$ cat config.mk
export PLATFORM = sky130hd
export DESIGN_NAME = la_capture_ctrl
export DESIGN_NICKNAME = d
export VERILOG_FILES = /design/src/rtl/la_capture_ctrl.sv
export SDC_FILE = /design/constraint.sdc
export NUM_CORES = 1
export LEC_CHECK = 0
export CORE_MARGIN = 4
export CORE_UTILIZATION = 42
export CTS_BUF_LIST = sky130_fd_sc_hd__clkbuf_2 sky130_fd_sc_hd__clkbuf_4 sky130_fd_sc_hd__clkbuf_8
export CTS_CLUSTER_DIAMETER = 50
export DETAILED_ROUTE_END_ITERATION = 16
export GPL_TIMING_DRIVEN = 0
export HOLD_SLACK_MARGIN = 0.02
export MAX_ROUTING_LAYER = met4
export PLACE_DENSITY = 0.71
export RECOVER_POWER = 100
export SLEW_MARGIN = 10
export SYNTH_ARGS = -nofsm -noshare
export SYNTH_HDL_FRONTEND = slang
export SYNTH_SLANG_ARGS = --single-unit
$ cat constraint.sdc
create_clock -name clk -period 2.1 [get_ports clk]
set_input_delay 0.42 -clock clk [delete_from_list [all_inputs] [get_ports clk]]
set_output_delay 0.42 -clock clk [all_outputs]
set_load 0.005 [all_outputs]
$ cat src/rtl/la_capture_ctrl.sv
// ---------------------------------------------------------------------------
// la_capture_ctrl
//   Capture sequencer for a small logic analyser. It samples a probe bus
//   into an external ring buffer. It keeps pre_count samples from before the
//   trigger and post_count samples from after it. When the capture is
//   complete, it walks the buffer read address starting at the oldest
//   retained sample.
//
//   Optional feature: define LA_EDGE_TRIG_EN to add the trig_edge input and
//   edge (change-detect) triggering. In the default build the trigger is a
//   level match only.
//
// Ports
//   clk, rst                 clock, synchronous active-high reset
//   arm, abort               start capture / cancel to IDLE (pulses)
//   probe                    sampled logic inputs (PW bits)
//   trig_mask, trig_value    trigger compare mask and value
//   trig_edge                edge-trigger select (LA_EDGE_TRIG_EN only)
//   pre_count, post_count    samples kept before / after the trigger
//   div                      sample divider, one sample every div+1 clocks
//   rd_start, rd_next        readout start / advance pulses
//   mem_we/waddr/wdata       registered buffer write port
//   mem_raddr                buffer read address
//   state                    IDLE=0 PRE=1 WAIT=2 POST=3 DONE=4 READ=5
//   busy, triggered, done    status flags
// ---------------------------------------------------------------------------
module la_capture_ctrl #(
    parameter int ADDR_W = 4,
    parameter int PW     = 8
) (
    input  logic              clk,
    input  logic              rst,
    input  logic              arm,
    input  logic              abort,
    input  logic [PW-1:0]     probe,
    input  logic [PW-1:0]     trig_mask,
    input  logic [PW-1:0]     trig_value,
`ifdef LA_EDGE_TRIG_EN
    input  logic              trig_edge,
`endif
    input  logic [ADDR_W-1:0] pre_count,
    input  logic [ADDR_W-1:0] post_count,
    input  logic [3:0]        div,
    input  logic              rd_start,
    input  logic              rd_next,
    output logic              mem_we,
    output logic [ADDR_W-1:0] mem_waddr,
    output logic [PW-1:0]     mem_wdata,
    output logic [ADDR_W-1:0] mem_raddr,
    output logic [2:0]        state,
    output logic              busy,
    output logic              triggered,
    output logic              done
);

    typedef enum logic [2:0] {
        S_IDLE = 3'd0,
        S_PRE  = 3'd1,
        S_WAIT = 3'd2,
        S_POST = 3'd3,
        S_DONE = 3'd4,
        S_READ = 3'd5
    } state_t;

    state_t              state_q, state_d;
    logic [3:0]          div_cnt_q, div_cnt_d;
    logic [ADDR_W-1:0]   wptr_q, wptr_d;
    logic [ADDR_W-1:0]   fill_q, fill_d;
    logic [ADDR_W-1:0]   rem_q, rem_d;
    logic [ADDR_W-1:0]   trig_addr_q, trig_addr_d;
    logic [ADDR_W-1:0]   raddr_q, raddr_d;
    logic                we_q, we_d;
    logic [ADDR_W-1:0]   waddr_q, waddr_d;
    logic [PW-1:0]       wdata_q, wdata_d;
    logic                trig_q, trig_d;
    logic                done_q, done_d;

    logic                capturing;
    logic                strobe;
    logic                hit;
    logic                level_hit;
    logic                do_write;
    logic [ADDR_W-1:0]   fill_inc;
    logic [ADDR_W-1:0]   rem_dec;

    assign capturing = (state_q == S_PRE) || (state_q == S_WAIT) || (state_q == S_POST);
    assign strobe    = capturing && (div_cnt_q == div);
    assign level_hit = ((probe ^ trig_value) & trig_mask) == '0;
    assign fill_inc  = fill_q + 1'b1;
    assign rem_dec   = rem_q - 1'b1;

`ifdef LA_EDGE_TRIG_EN
    // Previous strobed sample; prev_vld_q blocks an edge hit on the first
    // strobe after arm, when prev_q still holds a stale value.
    logic [PW-1:0] prev_q, prev_d;
    logic          prev_vld_q, prev_vld_d;
    logic          edge_hit;

    assign edge_hit = prev_vld_q && (((probe ^ prev_q) & trig_mask) != '0);
    assign hit      = trig_edge ? edge_hit : level_hit;
`else
    assign hit      = level_hit;
`endif

    always_comb begin
        state_d     = state_q;
        div_cnt_d   = div_cnt_q;
        wptr_d      = wptr_q;
        fill_d      = fill_q;
        rem_d       = rem_q;
        trig_addr_d = trig_addr_q;
        raddr_d     = raddr_q;
        we_d        = 1'b0;
        waddr_d     = waddr_q;
        wdata_d     = wdata_q;
        trig_d      = trig_q;
        done_d      = done_q;
        do_write    = 1'b0;
`ifdef LA_EDGE_TRIG_EN
        prev_d      = prev_q;
        prev_vld_d  = prev_vld_q;
        if (strobe) begin
            prev_d     = probe;
            prev_vld_d = 1'b1;
        end
`endif

        if (capturing) begin
            div_cnt_d = strobe ? '0 : div_cnt_q + 1'b1;
        end

        case (state_q)
            S_PRE: begin
                if (strobe) begin
                    do_write = 1'b1;
                    fill_d   = fill_inc;
                    if (fill_inc == pre_count) begin
                        state_d = S_WAIT;
                    end
                end
            end
            S_WAIT: begin
                // Every WAIT strobe is written so the ring holds the most
                // recent pre-trigger history; the matching sample is too.
                if (strobe) begin
                    do_write = 1'b1;
                    if (hit) begin
                        trig_addr_d = wptr_q;
                        trig_d      = 1'b1;
                        rem_d       = post_count;
                        if (post_count == '0) begin
                            state_d = S_DONE;
                            done_d  = 1'b1;
                        end else begin
                            state_d = S_POST;
                        end
                    end
                end
            end
            S_POST: begin
                if (strobe) begin
                    do_write = 1'b1;
                    rem_d    = rem_dec;
                    if (rem_dec == '0) begin
                        state_d = S_DONE;
                        done_d  = 1'b1;
                    end
                end
            end
            default: begin
                // IDLE, DONE, READ: arm accepted here only.
                if (arm) begin
                    state_d   = (pre_count == '0) ? S_WAIT : S_PRE;
                    wptr_d    = '0;
                    fill_d    = '0;
                    div_cnt_d = '0;
                    trig_d    = 1'b0;
                    done_d    = 1'b0;
`ifdef LA_EDGE_TRIG_EN
                    prev_vld_d = 1'b0;
`endif
                end else if (state_q != S_IDLE) begin
                    if (rd_start) begin
                        state_d = S_READ;
                        raddr_d = trig_addr_q - pre_count;
                    end else if (rd_next && (state_q == S_READ)) begin
                        raddr_d = raddr_q + 1'b1;
                    end
                end
            end
        endcase

        if (do_write) begin
            we_d    = 1'b1;
            waddr_d = wptr_q;
            wdata_d = probe;
            wptr_d  = wptr_q + 1'b1;
        end

        // abort overrides everything decided above, including a same-cycle arm.
        if (abort) begin
            state_d   = S_IDLE;
            we_d      = 1'b0;
            trig_d    = 1'b0;
            done_d    = 1'b0;
            div_cnt_d = '0;
        end
    end

    always_ff @(posedge clk) begin
        if (rst) begin
            state_q     <= S_IDLE;
            div_cnt_q   <= '0;
            wptr_q      <= '0;
            fill_q      <= '0;
            rem_q       <= '0;
            trig_addr_q <= '0;
            raddr_q     <= '0;
            we_q        <= 1'b0;
            waddr_q     <= '0;
            wdata_q     <= '0;
            trig_q      <= 1'b0;
            done_q      <= 1'b0;
`ifdef LA_EDGE_TRIG_EN
            prev_q      <= '0;
            prev_vld_q  <= 1'b0;
`endif
        end else begin
            state_q     <= state_d;
            div_cnt_q   <= div_cnt_d;
            wptr_q      <= wptr_d;
            fill_q      <= fill_d;
            rem_q       <= rem_d;
            trig_addr_q <= trig_addr_d;
            raddr_q     <= raddr_d;
            we_q        <= we_d;
            waddr_q     <= waddr_d;
            wdata_q     <= wdata_d;
            trig_q      <= trig_d;
            done_q      <= done_d;
`ifdef LA_EDGE_TRIG_EN
            prev_q      <= prev_d;
            prev_vld_q  <= prev_vld_d;
`endif
        end
    end

    assign mem_we    = we_q;
    assign mem_waddr = waddr_q;
    assign mem_wdata = wdata_q;
    assign mem_raddr = raddr_q;
    assign state     = state_q;
    assign busy      = capturing;
    assign triggered = trig_q;
    assign done      = done_q;

endmodule
==> flow_summary.yaml <==
synth:
  yosys_register_bits: 42
  synth_nets: 354
  synth_edf_count: 0
  ys_dominant_reg_cell: "dfxtp_1"
  synthArstFlopShare_pct: 0
  synthCells: 302
  netlist_area_mm2: 0.002406
  syn_area_per_cell_um2: 7.967
  yosys_warnings: 0
  ys_seq_area_share_pct: 34.95
  synth.distinct_cells: 49
floorplanning:
  ios: 65
  rows: 27
  die_h_um: 83.69
  die_area_mm2: 0.007004
  die_w_um: 83.69
  start_util_pct: 43.43
  core-area_mm2: 0.005540
grt:
  grt.total_usage_pct: 18.57
  antenna_found_initial: 0
  grt_pass1_wl_mm: 10.48
  first_global_vias: 2288
  grt_max_degree: 14
  gr-total-overflow: 0
route:
  vias_per_cell: 5.292
  wl_mm: 6.253
  ant_nets: 0
  drc: 0
  wl_per_cell_um: 13.93
  first_iter_violations: 188
  drtPass1Iterations: 4
  num_vias: 2376
worst_setup_path:
  worst_setup_path_start_kind: "input port"
  crit_chain: "clkdlybuf4s50_1 -> ha_2 -> nor2b_1 -> o21a_1 -> or3_1 -> a31o_2 -> a22oi_1 -> nor2_1"
  critPathMaxStageDelay_ps: 560
  cp.arrival_ps: 2190
  path_class: "in -> reg"
  timing.rr.start: "rem_q[0]"
  reg2regPathDepth: 7
  cp_max_fo: 3
  crit_family: "buffers and inverters"
  cpMaxStageDelayCell: "clkdlybuf4s50_1"
  cp-end-kind: "flop"
  path_buf_inv: 1
  rrSetupSlack_ps: 270
  worstPathRequired_ps: 2280
  crit-reg2reg-capture: "state[1]"
worst_hold_path:
  min_from: "mem_waddr[3]"
  hold_path.class: "reg -> reg"
  min_to: "mem_waddr[3]"
  whs_path_depth: 2
timing:
  setup_viol: 0
  max_slew_margin_pct: 62.16
  worstMarginPinSlew_ps: 567.6
  fmax_mhz: 498.0
  fin_tns_setup_ps: 0
  finalCritPeriodShare_pct: 95.61
  fin_crit_ps: 2008
  report.final.slew_viol_count: 0
  skew_ps: 7.700
  rsz0062_at_grt: "true"
  hold_violations: 0
final_layout:
  fin_area_mm2: 0.003291
  antennaDiodeCount: 0
  final_nets: 428
  final_util_pct: 59.39
  drive_above_1_share_pct: 8.488
  area_delta_synth_final_pct: 36.77
  fillers: 538
place:
  port_buffers: 63
  dpl.hpwl_mm: 4.753
  dpl_cell_area_mm2: 0.003127
  place.gp.congestion: 0.8648
clocking:
  cts.path.max_buffers: 2
  htree_levels: 2
  clk_latency_ps: 300
  numCtsBuffers: 5
  cts_tree: "done"
  clkTransAtPathRegs_ps: 80
  cts_sinks: 42
  clock-root-buffer: "clkbuf_8"
  cts-hold-fix-buffers: 0
flow_run:
  cap_violations: 0
pwr:
  p_leak_nw: 1.192
  ir_drop_v: 0.0002599
  power_density_mw_per_mm2: 505.4
  power_mw: 1.663
run_status:
  status: "finished, final reports clean"
-- cell usage in the layout (no fill, tap or decap), types with 8 or more instances in the layout --
cell type	instances
o21ai_0	14
a21oi_1	26
dfxtp_1	41
ha_1	8
a22oi_1	8
inv_1	9
mux2i_1	9
xor2_1	11
nand2_1	49
nor2_1	27
nand3_1	11
clkdlybuf4s50_1	61
-- what timing repair did --
action,4_1_cts,5_1_grt
gates resized for setup,2,8
gates cloned,0,0
buffers inserted,1,3
endpoints found under the setup margin,2,28
pin swaps,0,2
-- registers in the layout, indices dropped and copies added (netlist names) --
register	count
rem_q	4
div_cnt_q	4
trig_addr_q	4
state	3
done	1
fill_q	4
mem_waddr	4
triggered	1
mem_we	1
wptr_q	4
mem_wdata	8
mem_raddr	4
-- where the power goes --
| part | switching, mW | internal, mW |
|---|---|---|
| Combinational | 0.157 | 0.159 |
| Sequential | 0.0114 | 0.804 |
| Clock | 0.284 | 0.248 |
-- worst register-to-register path, stage by stage, from the launching register on --
cell and delay [ps]:
dfxtp_1 380, inv_1 90, ha_1 250, and2_1 170, o31ai_1 250, o31ai_2 110
o21ai_1 270, mux2i_1 230
-- worst max-delay path by stage --
stage | start | end | slack [ps] | depth (start not counted)
6_report | pre_count[0] | mem_raddr[3] | 90 | 8
5_1_grt | div[1] | fill_q[1] | -50 | 8
4_1_cts | pre_count[2] | mem_raddr[3] | 30 | 8
3_5_place_dp | pre_count[1] | mem_raddr[3] | -470 | 9
3_3_place_gp | pre_count[1] | mem_raddr[3] | -440 | 9
2_1_floorplan | pre_count[1] | mem_raddr[3] | 250 | 8
-- synth_stat cells, types with 2 or more instances --
cell,number,area (um^2)
nor2_2,2,12.51
o31ai_1,2,15.01
buf_2,4,20.02
a22oi_1,8,60.06
nand3_1,11,55.05
nor3_1,6,30.03
and3_1,2,12.51
xnor2_1,7,61.31
a21oi_1,26,130.1
a31oi_1,3,18.77
nor2b_1,3,18.77
nand3b_1,2,15.01
a21boi_0,2,15.01
o21ai_0,14,70.07
nand2b_1,5,31.28
o21ai_1,2,10.01
mux2i_1,9,90.09
a311oi_1,4,35.03
or3_1,6,37.54
xor2_1,11,96.34
ha_1,9,112.6
o21a_1,2,15.01
nand2_1,49,183.9
a211oi_1,2,15.01
o22ai_1,2,12.51
inv_1,10,37.54
and2_1,2,12.51
nor2_1,27,101.4
nor4_1,4,25.02
clkbuf_1,6,22.52
dfxtp_1,42,840.8
-- layout make-up --
cell class                 count  area (um^2)  share of cell area [%]
multi-input combinational    238         1511                   45.93
sequential                    42        842.1                   25.59
timing repair buffer          67        661.9                   20.11
tap                           72        90.09                   2.738
clock buffer                   6        76.32                   2.319
buffer                        11        53.80                   1.635
inverter                      11        41.29                   1.255
clock inverter                 2        13.76                  0.4183
-- stage by stage --
stage | instances | hold slack [ps] | setup WS, ps
floorplan | 302 | 452.7 | 249.1
global placement | 437 | 441.8 | -445.0
detailed placement | 437 | 449.4 | -473.8
CTS | 446 | 460.6 | 33.21
global route | 449 | 482.2 | -48.93
finish | 449 | 458.0 | 92.13
-- routing by layer --
metal / track usage (%) / share of wire [%] / wire [um] / vias up
met2: 29.57 / 47 / 2938 / 70
met3: 4.640 / 5.9 / 372 / 8
met4: 7.310 / 2.0 / 127 / 0
met5: - / 0 / 0 / -
met1: 22.53 / 45 / 2815 / 1090
li1: - / - / - / 1208
-- kinds of logic (layout without fill, tap and decap cells) --
group,after synthesis,in the layout,share of synthesized area [%]
AO/OA/AOI/OAI,75,75,19.55
XOR/XNOR,19,19,7.488
adder cells (fa/ha/maj),10,10,5.512
buffers and inverters,22,97,3.952
flip-flops,42,42,34.95
multiplexers,9,9,3.744
AND/OR/NAND/NOR,125,125,24.81
Note: power is estimated with default switching activity, not from simulation.
